$ cat src/rtl/synth_pkg.sv
// Shared constants, types and the output saturation helper for the voice mixer.
package synth_pkg;

  localparam int NUM_VOICES  = 24;
  localparam int LUT_ADDR_W  = 8;
  localparam int SAMPLE_W    = 16;
  localparam int GAIN_SHIFT  = 3;
  localparam int LUT_LATENCY = 2;
  localparam int ACC_W       = SAMPLE_W + $clog2(NUM_VOICES);
  localparam int IDX_W       = $clog2(NUM_VOICES);
  localparam int SAMPLE_MAX  = (2 ** (SAMPLE_W - 1)) - 1;
  localparam int SAMPLE_MIN  = -(2 ** (SAMPLE_W - 1));

  typedef logic signed [SAMPLE_W-1:0] sample_t;
  typedef logic signed [ACC_W-1:0]    acc_t;

  typedef enum logic [1:0] {IDLE, FETCH, DRAIN, DONE} mix_state_t;

  // Attenuate the voice sum, then clamp into the signed output range.
  function automatic sample_t sat_sample(input acc_t v);
    acc_t s;
    s = v >>> GAIN_SHIFT;
    if (s > acc_t'(SAMPLE_MAX))
      return sample_t'(SAMPLE_MAX);
    else if (s < acc_t'(SAMPLE_MIN))
      return sample_t'(SAMPLE_MIN);
    else
      return sample_t'(s);
  endfunction

endpackage

$ cat src/rtl/sine_lut.sv
// 256-entry signed sine ROM, registered address and registered data (2-cycle read).
// Only the first quarter wave is stored; the other quadrants come from mirror and negate.
module sine_lut
  import synth_pkg::*;
(
  input  logic                  clk_in,
  input  logic                  rst_in,
  input  logic [LUT_ADDR_W-1:0] addr_in,
  output sample_t               data_out
);

  // round(32767*sin(2*pi*k/256)) for k = 0..64
  localparam int unsigned QW [0:64] = '{
        0,   804,  1608,  2410,  3212,  4011,  4808,  5602,
     6393,  7179,  7962,  8739,  9512, 10278, 11039, 11793,
    12539, 13279, 14010, 14732, 15446, 16151, 16846, 17530,
    18204, 18868, 19519, 20159, 20787, 21403, 22005, 22594,
    23170, 23731, 24279, 24811, 25329, 25832, 26319, 26790,
    27245, 27683, 28105, 28510, 28898, 29268, 29621, 29956,
    30273, 30571, 30852, 31113, 31356, 31580, 31785, 31971,
    32137, 32285, 32412, 32521, 32609, 32678, 32728, 32757,
    32767
  };

  logic [LUT_ADDR_W-1:0] r_addr;
  sample_t               r_data;
  logic [5:0]            w_pos;
  logic [6:0]            w_qidx;
  sample_t               w_mag;
  sample_t               w_dat;

  always_comb begin
    w_pos  = r_addr[5:0];
    w_qidx = r_addr[6] ? 7'(64 - int'(w_pos)) : {1'b0, w_pos};
    w_mag  = sample_t'(QW[w_qidx]);
    w_dat  = r_addr[7] ? -w_mag : w_mag;
  end

  always_ff @(posedge clk_in or posedge rst_in) begin
    if (rst_in) begin
      r_addr <= '0;
      r_data <= '0;
    end else begin
      r_addr <= addr_in;
      r_data <= w_dat;
    end
  end

  assign data_out = r_data;

endmodule

$ cat src/rtl/voice_mixer.sv
// Per sample tick: snapshot all voice phases/gates, walk them through a shared sine ROM,
// sum the gated voices and emit one saturated sample with a single-cycle strobe.
module voice_mixer
  import synth_pkg::*;
(
  input  logic                  clk_in,
  input  logic                  rst_in,
  input  logic                  sample_tick_in,
  input  logic [NUM_VOICES-1:0] gate_in,
  input  logic [31:0]           phase_value [NUM_VOICES],
  output sample_t               sample_out,
  output logic                  sample_valid_out,
  output logic                  busy_out,
  output logic                  overrun_out
);

  mix_state_t             r_state;
  mix_state_t             w_next_state;
  logic [LUT_ADDR_W-1:0]  r_snap_addr [NUM_VOICES];
  logic [NUM_VOICES-1:0]  r_snap_gate;
  logic [IDX_W-1:0]       r_idx;
  acc_t                   r_acc;
  logic [LUT_LATENCY-1:0] r_pipe_vld;
  logic [LUT_LATENCY-1:0] r_pipe_gate;
  sample_t                r_sample;
  logic                   r_sample_vld;
  logic                   r_overrun;

  logic                   w_busy;
  logic                   w_accept;
  logic                   w_fetching;
  logic                   w_draining;
  logic                   w_done;
  logic                   w_fetch_last;
  logic                   w_drain_last;
  logic [LUT_ADDR_W-1:0]  w_rom_addr;
  sample_t                w_rom_dat;

  sine_lut u_sine_lut (
    .clk_in   (clk_in),
    .rst_in   (rst_in),
    .addr_in  (w_rom_addr),
    .data_out (w_rom_dat)
  );

  always_ff @(posedge clk_in or posedge rst_in) begin
    if (rst_in)
      r_state <= IDLE;
    else
      r_state <= w_next_state;
  end

  always_comb begin
    w_next_state = r_state;
    case (r_state)
      IDLE:    if (sample_tick_in) w_next_state = FETCH;
      FETCH:   if (w_fetch_last)   w_next_state = DRAIN;
      DRAIN:   if (w_drain_last)   w_next_state = DONE;
      DONE:    w_next_state = IDLE;
      default: w_next_state = IDLE;
    endcase
  end

  always_comb begin
    w_busy       = (r_state != IDLE);
    w_accept     = (r_state == IDLE) && sample_tick_in;
    w_fetching   = (r_state == FETCH);
    w_draining   = (r_state == DRAIN);
    w_done       = (r_state == DONE);
    w_fetch_last = w_fetching && (r_idx == IDX_W'(NUM_VOICES - 1));
    w_drain_last = w_draining && (r_idx == IDX_W'(LUT_LATENCY - 1));
    w_rom_addr   = r_snap_addr[r_idx];
  end

  // The gate travels beside the ROM read so it lines up with that voice's data.
  always_ff @(posedge clk_in or posedge rst_in) begin
    if (rst_in) begin
      for (int i = 0; i < NUM_VOICES; i++) r_snap_addr[i] <= '0;
      r_snap_gate  <= '0;
      r_idx        <= '0;
      r_acc        <= '0;
      r_pipe_vld   <= '0;
      r_pipe_gate  <= '0;
      r_sample     <= '0;
      r_sample_vld <= 1'b0;
      r_overrun    <= 1'b0;
    end else begin
      r_pipe_vld   <= {r_pipe_vld[LUT_LATENCY-2:0], w_fetching};
      r_pipe_gate  <= {r_pipe_gate[LUT_LATENCY-2:0], w_fetching & r_snap_gate[r_idx]};
      r_sample_vld <= w_done;
      if (w_busy && sample_tick_in)
        r_overrun <= 1'b1;
      if (w_done)
        r_sample <= sat_sample(r_acc);
      if (w_accept) begin
        for (int i = 0; i < NUM_VOICES; i++)
          r_snap_addr[i] <= phase_value[i][31 -: LUT_ADDR_W];
        r_snap_gate <= gate_in;
        r_acc       <= '0;
        r_idx       <= '0;
      end else begin
        if (r_pipe_vld[LUT_LATENCY-1] && r_pipe_gate[LUT_LATENCY-1])
          r_acc <= r_acc + {{(ACC_W - SAMPLE_W){w_rom_dat[SAMPLE_W-1]}}, w_rom_dat};
        if (w_fetch_last || w_drain_last)
          r_idx <= '0;
        else if (w_fetching || w_draining)
          r_idx <= r_idx + IDX_W'(1);
      end
    end
  end

  assign sample_out       = r_sample;
  assign sample_valid_out = r_sample_vld;
  assign busy_out         = w_busy;
  assign overrun_out      = r_overrun;

endmodule
$ cat config.mk
export PLATFORM = sky130hd
export DESIGN_NAME = voice_mixer
export DESIGN_NICKNAME = d
export VERILOG_FILES = /design/src/rtl/synth_pkg.sv /design/src/rtl/sine_lut.sv /design/src/rtl/voice_mixer.sv
export SDC_FILE = /design/constraint.sdc
export NUM_CORES = 1
export LEC_CHECK = 0
export ABC_AREA = 1
export CELL_PAD_IN_SITES_DETAIL_PLACEMENT = 0
export CELL_PAD_IN_SITES_GLOBAL_PLACEMENT = 1
export CORE_AREA = 2 2 320 322
export DETAILED_ROUTE_END_ITERATION = 8
export DIE_AREA = 0 0 322 324
export PLACE_DENSITY = 0.48
export SLEW_MARGIN = 10
export SYNTH_ARGS = -nofsm -noshare
export SYNTH_HDL_FRONTEND = slang
export SYNTH_SLANG_ARGS = --single-unit
$ cat constraint.sdc
create_clock -name clk_in -period 18.3 [get_ports clk_in]
set_clock_uncertainty 0.2 [all_clocks]
set_input_delay 2.745 -clock clk_in [delete_from_list [all_inputs] [get_ports clk_in]]
set_output_delay 2.745 -clock clk_in [all_outputs]
set_load 0.01 [all_outputs]
### After elaboration in Yosys (flattened, before gate mapping)

Memory sizes are Yosys's and may differ from the RTL's.
Index checks and enable logic that the tools add are counted.
Widths: inputs -> output; s select.

| word-level totals | value |
|---|---|
| word-level logic and storage cells | 88 |
| flip-flop bits (word level) | 290 |
| memories | 1 |
| output and inout bits | 19 |
| input port bits | 795 |
| memory bits (read-only) | 4096 |

Memories:

| memory | depth | bits a word | rd ports | clocked after memory_dff | wr ports | RTL line | text |
|---|---|---|---|---|---|---|---|
| (no name shown) | 128 | 32 | 1 | 0 | 0 | sine_lut.sv:35 | `w_mag = sample_t'(QW[w_qidx]);` |

| cells by class | value |
|---|---|
| equality and inequality tests | 8 |
| add/sub/neg operators | 4 |
| bitwise logic cells | 3 |
| order comparisons | 5 |
| reduce and logical (&&, ||, !) cells | 12 |
| multiplexer cells | 20 |

Operators with widths:

| operator | count |
|---|---|
| $mux 16 | 5 |
| $mux 21 | 2 |
| $bmux 8 s5 | 1 |
| $add 21x21->21 | 1 |
| $gt 18x16->1 const B | 1 |
| $lt 18x16->1 const B | 1 |
| $mux 8 | 2 |
| $neg 16->16 | 1 |
| $mux 5 | 3 |
| $ge 8x8->1 const B | 1 |
| $not 7->8 | 1 |
| $pmux 2 s4 | 1 |
| $mux 7 | 1 |
| $sub 7x6->7 const A | 1 |
| $ge 6x6->1 const B | 1 |
| $lt 5x6->1 const B | 1 |
| $mux 2 | 3 |
| $not 5->6 | 1 |
| $add 5x1->5 const B | 1 |
| $bmux 1 s5 | 1 |
| $eq 5x1->1 const B | 1 |
| $eq 5x5->1 const B | 1 |
| $logic_and 1x1->1 | 5 |
| $eq 2x2->1 const B | 2 |
| other kinds (10) | 13 |

### Depth between registers and ports, before layout

Gate-level depths: netlist of run 1.

| depth | value |
|---|---|
| depth after elaboration | 8 |
| mapped depth | 24 |
| gate-level depth less buffers | 24 |

### By module

Synthesis of run 1 repeated with hierarchy kept, for this count alone.

| second synthesis, totals | value |
|---|---|
| cells, all modules | 1896 |
| area total of the unflattened synthesis | 16341.9 µm² |

By module, submodules not included:

| module | cells each | area an instance (µm²) | instances | sequential area each (µm²) |
|---|---|---|---|---|
| voice_mixer | 1430 | 13390.3 | 1 | 6656.4 |
| sine_lut | 466 | 2951.6 | 1 | 600.6 |

### Least setup slack after synthesis of run 1

No wires, ideal clock.

| timing | value |
|---|---|
| path type | input -> register |
| start | input port sample_tick_in |
| end | register r_snap_addr[103] in the netlist's numbering |
| setup slack | 14.270 ns |
| arrival | 3.764 ns |
| data required time | 18.034 ns |
| buffers on the path | 3 |
| setup time | 0.066 ns |
| stages on the path | 6 |
| cell sequence | nand2_1 -> clkbuf_1 -> clkbuf_1 -> clkbuf_1 -> nand2_1 -> nand2_1 |

| between the ends | value |
|---|---|
| cells in the longest elaborated chain, start to end | 1 |

Ends and longest elaborated chain:

| what | RTL line | text |
|---|---|---|
| start, declared | voice_mixer.sv:8 | `input logic sample_tick_in,` |
| $logic_and 1x1->1 | voice_mixer.sv:66 | `w_accept = (r_state == IDLE) && sample_tick_in;` |
| end signal, assigned by index | voice_mixer.sv:97 | `r_snap_addr[i] <= phase_value[i][31 -: LUT_ADDR_W];` |
| end, declared | voice_mixer.sv:19 | `logic [LUT_ADDR_W-1:0] r_snap_addr [NUM_VOICES];` |

No other way between the ends.
A chain may end at the register's enable or synchronous reset.

==> results of run 1 <==
[Yosys cell counts, types with 3 or more instances]
cell        n
nor2_1    127
nand3_1   116
a31oi_1     3
nand2_1   879
o22ai_1    24
nor3_1      4
o21ai_1     4
buf_2      10
buf_4       5
a21oi_1    60
nand3_2     4
ha_1       41
o221ai_1   23
nand2_2     4
nand4_1    16
nor2_2      4
xor2_1     15
o21ai_0   180
dfrtp_1   290
a32o_1      4
inv_2       8
nand3b_1    3
inv_1     124
buf_1       3
nand2_4     3
o31ai_1     5
o211ai_1   35
or2_2       5
clkbuf_1   99
buf_6       3
[kinds of logic after synthesis]
| group | count (synthesis) |
|---|---|
| simple gates | 1170 |
| compound gates | 345 |
| flops | 290 |
| buf+inv | 253 |
| fa+ha+maj | 42 |
| xor+xnor | 17 |
[critical path, cell delays in order]
cell	delay, ns
clkdlybuf4s50_1	0.49
inv_8	0.50
buf_4	0.81
buf_4	0.77
buf_4	0.89
[per-layer routing]
| layer | share of wire, % | vias up | global-route usage (%) |
|---|---|---|---|
| met4 | 2.0 | 8 | 2.897 |
| met1 | 50 | 6980 | 17.78 |
| met3 | 5.4 | 65 | 2.354 |
| met2 | 43 | 392 | 18.46 |
| li1 | - | 7207 | - |
| met5 | 0.086 | - | 0 |
[power groups by stage]
stage	sequential [mW]	combinational, mW	clock [mW]
after floorplan	1.07	1.53	0
after global placement	1.13	2.21	0
after detailed placement	1.14	2.20	0
after CTS	1.13	2.21	0.845
after global routing	1.17	2.49	0.866
final	1.13	2.17	0.804
[layout make-up]
type | instances | area share, %
clock buffer | 61 | 5.729
multi-input combinational | 1574 | 35.79
clock inverter | 10 | 0.6797
timing repair buffer | 251 | 12.08
tap | 1309 | 7.944
sequential | 290 | 35.24
inverter | 133 | 2.500
antenna | 3 | 0.03641
[path summary, 6_finish.rpt]
kind	start	to	slack (ns)	depth (start not counted)
setup / recovery	rst_in	r_acc[6]	12.20	5
hold / removal	r_pipe_vld[0]	r_pipe_vld[1]	0.12	0
setup reg to reg	u_sine_lut.r_addr[0]	u_sine_lut.data_out[8]	13.92	19
hold reg to reg	r_pipe_vld[0]	r_pipe_vld[1]	0.12	0
max in group clk_in	sample_tick_in	r_acc[20]	12.46	8
min in group asynchronous	rst_in	r_snap_addr[129]	2.49	2
[state kept, by name, summed over array words and instances, names as in the netlist, 5 cells and up]
register             flops
r_acc                   21
r_idx                    5
r_snap_addr            192
r_snap_gate             24
sample_out              16
u_sine_lut.data_out     16
u_sine_lut.r_addr        8
==> metrics.txt, run 1 <==
Synth Cell Area approximately 16000 sq um; Finish-stage setup viols 0; setup_tns 0 ns; worst slew pin tran around 1.1 ns; Sw Pwr 1.987 mW; largest family of logic cells by synthesized area simple AND/OR/NAND/NOR gates; grt ovf 0; post-CTS setup buffer count 0; Clock Latency Late Sink slightly below 0.6 ns; antenna violations before repair 12; Fin. Hold Viols 0; core area roughly 100000 sq um; Required @ worst endpoint 18.64 ns; number of placed I/O pins 814; Synth Warn # 0; drt total wl approximately 64000 um; LEAKAGE around 9.7 nW; Worst EP arrival about 6.4 ns; crit path time final 6.101 ns; Placed Area 19290 sq um; gr usage total 12.22%; Synth top area share 46.42%; WHS 0.1200 ns; Syn-to-layout area delta 31.89%; first-pass GRT wire length approximately 96000 um; pwr dens 199.1 nW/um^2; sequential cell area 7266 sq um; FP Rows 117; Post-synth top flop dfrtp_1; # clock sinks between 200 and 300; switching part of the total power 48.41%; root buf cell clkbuf_16; Post-DRT Antenna Nets 0; Peak VDD IR roughly 0.068 mV; Yosys top cell by area dfrtp_1; routed via count 14650; Place WS about 11 ns; Post-Syn Instances ~2100; crit path launch type input port; share of layout cells above drive strength 1 between 4 and 5%; pin count of the biggest net entering global routing 130; multi-input logic area 7380 sq um; TritonCTS clock tree yes; H-tree levels 2; sequential-to-total area share from yosys stat 46.42%; Crit. End Element asynchronous set/reset pin; mux contribution to synthesized area 0%; Synth Area in XOR/XNOR 0.9525%; Slew Limit Fails 0; Clk pwr share 19.6%; final instance area 20620 sq um; CTS buffer count 40; slack of the critical path ~12 ns; Worst-path clk slew 0.05 ns; Die ar. 104300 sq um; Die X 322 um; Post-Synth Simple-Gate Area 30.07%; post-synthesis compound-gate area fraction 12.73%; HPWL Detailed between 40000 and 50000 um; asr flop ratio synth 100.0%; Post-Synth Adder-Cell Area 3.410%; Initial Utilization around 15%; part of the power in registers 27.5%; fill count about 11000; Gate power share a little over half; RSZ-0062 raised after global routing false; Power Internal 2.118 mW; Crit Path Max Fanout 85; FF+latch count, synth 290; fin crit share between 30% and 40%; status complete, no violations; vias in the first global route 15030; # hold bufs at CTS 0; Final Util 20.41%; GPL Wtd Cong 0.8268; commonest non-fill, non-tap cells in the layout nand2_1, dfrtp_1, clkdlybuf4s50_1; Post-CTS Resized 0; synth unique cells 43; Vias/cell 4.035; non-filler cells, final 3631; Post-Syn Area per Cell around 7.4 sq um; Hold Crit Class reg -> reg; commonest non-fill, non-tap cell in the layout nand2_1; max_cap viols 0; Synth Net Count 2954; fmax 163.9 MHz; die height 324 um; DR iter-0 viols 956; Setup Crit Path Kind in -> async; WL/cell roughly 18 um; PortBufs 237; number of synthesized flops with an enable pin 0; TritonRoute pass-1 iters 5; Worst slew margin 24.01%; clk buf depth 3; nets 3127; Final Power 4.104 mW; placed insts 3557; DR DRC count 0; synth top area cells dfrtp_1, nand2_1, o21ai_0, nand3_1, ha_1
(Power assumes the default switching activity.)
==> run 2: changes to the inputs <==
==> constraint.sdc (replaced) <==
create_clock -name clk_in -period 6.2 [get_ports clk_in]
set_clock_uncertainty 0.2 [all_clocks]
set_input_delay 0.93 -clock clk_in [delete_from_list [all_inputs] [get_ports clk_in]]
set_output_delay 0.93 -clock clk_in [all_outputs]
set_load 0.01 [all_outputs]
==> run 2 against run 1 <==
Combinational power rose to 2.9 times the previous value. Final cell count is 0.11% higher. Worst setup slack got worse by 10 ns. First-iteration DRC count fell by 9.2%. Worst hold slack improved by 0.031 ns. Largest power group unchanged. Sequential power grew to 2.9 times the previous value. Utilization increased by 0.15 points. Clock-buffer cell count grew 2. Clock power grew to 3.1 times the previous value. Via count is 0.10% lower. Register-to-register slack worse by 12 ns. Critical endpoint is now u_sine_lut.data_out[12].
==> metrics.txt, run 2 (synthesis results as in run 1) <==
slack of the critical path 1.855 ns (-10.34 ns); root buf cell clkbuf_16; Sw Pwr 5.856 mW (+190%); max_cap viols 0 (unchanged); vias in the first global route 15220 (+1.3%); worst reg2reg path depth 21 (+2); Die X 322 um (unchanged); Post-DRT Antenna Nets 0 (unchanged); post-CTS setup buffer count 0 (unchanged); Vias/cell 4.027 (-0.21%); FP Rows 117 (unchanged); RSZ-0062 raised after global routing false; fill count 11420 (+0.48%); commonest non-fill, non-tap cell in the layout nand2_1; Finish-stage setup viols 0 (unchanged); Most Frequent Cell on Critical Path nand2_1; worst slew pin tran 1.038 ns (-0.09818 ns); multi-input logic area 7380 sq um (unchanged); nets 3132 (+0.16%); Clock Latency Late Sink 0.60 ns (about the same); pin count of the biggest net entering global routing 141 (+8.5%); part of the power in registers 27.3% (-0.2 points); R2R Path Start u_sine_lut.r_addr[0]; # hold bufs at CTS 0 (unchanged); gr usage total 12.20% (-0.025 points); Slew Limit Fails 0 (unchanged); fmax 230.2 MHz; r2r endpoint u_sine_lut.data_out[12]; TritonCTS clock tree yes; Slowest Stage Delay on Critical Path 0.61 ns (-0.28 ns); Post-CTS Resized 0 (unchanged); Final Util 20.56% (+0.15 points); HPWL Detailed 45700 um (+2.6%); drt total wl 64390 um (+0.46%); slowest CP cell dfrtp_1; Setup Crit Path Kind reg -> reg; Gate power share 52.5% (-0.4 points); Worst EP arrival 4.62 ns (-1.82 ns); Initial Utilization 15.48% (unchanged); WL/cell 17.71 um (+0.35%); Worst-path clk slew 0.06 ns (about the same); pwr dens 585.4 nW/um^2 (+190%); GPL Wtd Cong 0.8506 (+2.9%); status complete, no violations; non-filler cells, final 3635 (+0.11%); Cells on Worst Hold Path 0 (unchanged); antenna violations before repair 17 (+5); setup_tns 0 ns (unchanged); Worst slew margin 30.58% (+6.6 points); fin crit share approximately 70%; Clk pwr share 20.2% (+0.6 points); switching part of the total power 48.16% (-0.25 points); Power Internal 6.303 mW (+200%); Peak VDD IR 0.2516 mV (+270%); crit path time final ~4.3 ns; Crit. End Element flop; clk buf depth 3 (unchanged); Die ar. 104300 sq um (unchanged); Fin. Hold Viols 0 (unchanged); PortBufs 237 (unchanged); placed insts 3560 (+0.084%); DR DRC count 0 (unchanged); # clock sinks 290 (unchanged); grt ovf 0 (unchanged); commonest non-fill, non-tap cells in the layout nand2_1, dfrtp_1, clkdlybuf4s50_1; Biggest register r_snap_addr; max reg flops 192 (unchanged); DR iter-0 viols 868 (-9.2%); sequential cell area 7266 sq um (unchanged); Final Power 12.16 mW (+200%); Worst R2R Setup Slack 1.86 ns (-12.06 ns); Place WS 1.879 ns (-9.448 ns); Hold Crit Class reg -> reg; Hold Crit Start r_pipe_gate[0]; crit path launch type flop; Min-Delay Endpoint r_pipe_gate[1]; CTS buffer count 42 (+5.0%); number of placed I/O pins 814 (unchanged); TritonRoute pass-1 iters 5 (unchanged); Syn-to-layout area delta 32.86%; Required @ worst endpoint 6.47 ns (-12.17 ns); core area 101000 sq um (unchanged); share of layout cells above drive strength 1 5.118% (+0.37 points); Regs by FF count r_snap_addr x192, r_snap_gate x24, r_acc x21; LEAKAGE 9.727 nW (+0.74%); H-tree levels 2 (unchanged); routed via count 14640 (-0.10%); Crit Path Max Fanout 26 (-69%); CP Cell Sequence inv_1 -> ha_1 -> inv_1 -> nand2_1 -> nand2_2 -> nand2_4 -> inv_2 -> ha_1 -> nand3b_1 -> nand2_1 -> nand2_1 -> nand3_1 -> a21oi_1 -> ha_1 -> nand4_1 -> nor2_1 -> nand3_1 -> nand2_1 -> nand3_1 -> nand2_1 -> inv_1; first-pass GRT wire length 96310 um (-0.17%); die height 324 um (unchanged)
-- run 2: cell type report --
type | count | area share [%]
diodes | 1 | 0.01205
inverters | 133 | 2.464
clock inverters | 11 | 0.7711
repair buffers | 254 | 12.34
well taps | 1309 | 7.886
clock buffers | 63 | 6.018
multi-input cells | 1574 | 35.53
flip-flops and latches | 290 | 34.98
-- run 2: power by group through the flow --
stage                     sequential [mW]  clock [mW]  combinational [mW]
after global placement               3.33           0                6.48
after CTS                            3.32        2.57                6.49
after detailed placement             3.34           0                6.46
after floorplan                      3.15           0                4.52
final                                3.31        2.46                6.39
after global routing                 3.43        2.63                7.32
-- run 2: worst max-delay path by stage --
stage | to | start | slack (ns) | cells after the start
6_report | u_sine_lut.data_out[12] | u_sine_lut.r_addr[0] | 1.86 | 21
5_1_grt | u_sine_lut.data_out[12] | u_sine_lut.r_addr[0] | 1.49 | 23
4_1_cts | u_sine_lut.data_out[12] | u_sine_lut.r_addr[0] | 1.86 | 21
3_5_place_dp | u_sine_lut.data_out[12] | u_sine_lut.r_addr[0] | 1.88 | 21
3_3_place_gp | u_sine_lut.data_out[12] | u_sine_lut.r_addr[0] | 1.83 | 21
2_1_floorplan | overrun_out | rst_in | 1.22 | 1
-- run 2: stage by stage --
stage               area (sq um)  hold WS [ns]
floorplan                  15640        0.1312
detailed placement         19360        0.1404
CTS                        20770        0.1531
global route               20770        0.1600
finish                     20770        0.1506
global placement           19360        0.1348
-- run 2: critical path, delay by kind of cell (launching register included) --
kind                       cells  cell delay, ns
adders and majority gates      3            0.72
AOI/OAI and AO/OA              1            0.26
and+or+nand+nor               13            1.72
DFF                            1            0.61
buffers and inverters          4            0.70
-- run 2: per-layer routing --
layer / vias up / wire [um] / share of wire [%] / GRT usage (%)
met2: 330 / 28130 / 44 / 18.97
met3: 69 / 3735 / 5.8 / 3.172
li1: 7215 / - / - / -
met4: 16 / 1070 / 1.7 / 2.482
met5: - / 96 / 0.15 / 0
met1: 7007 / 31360 / 49 / 16.95
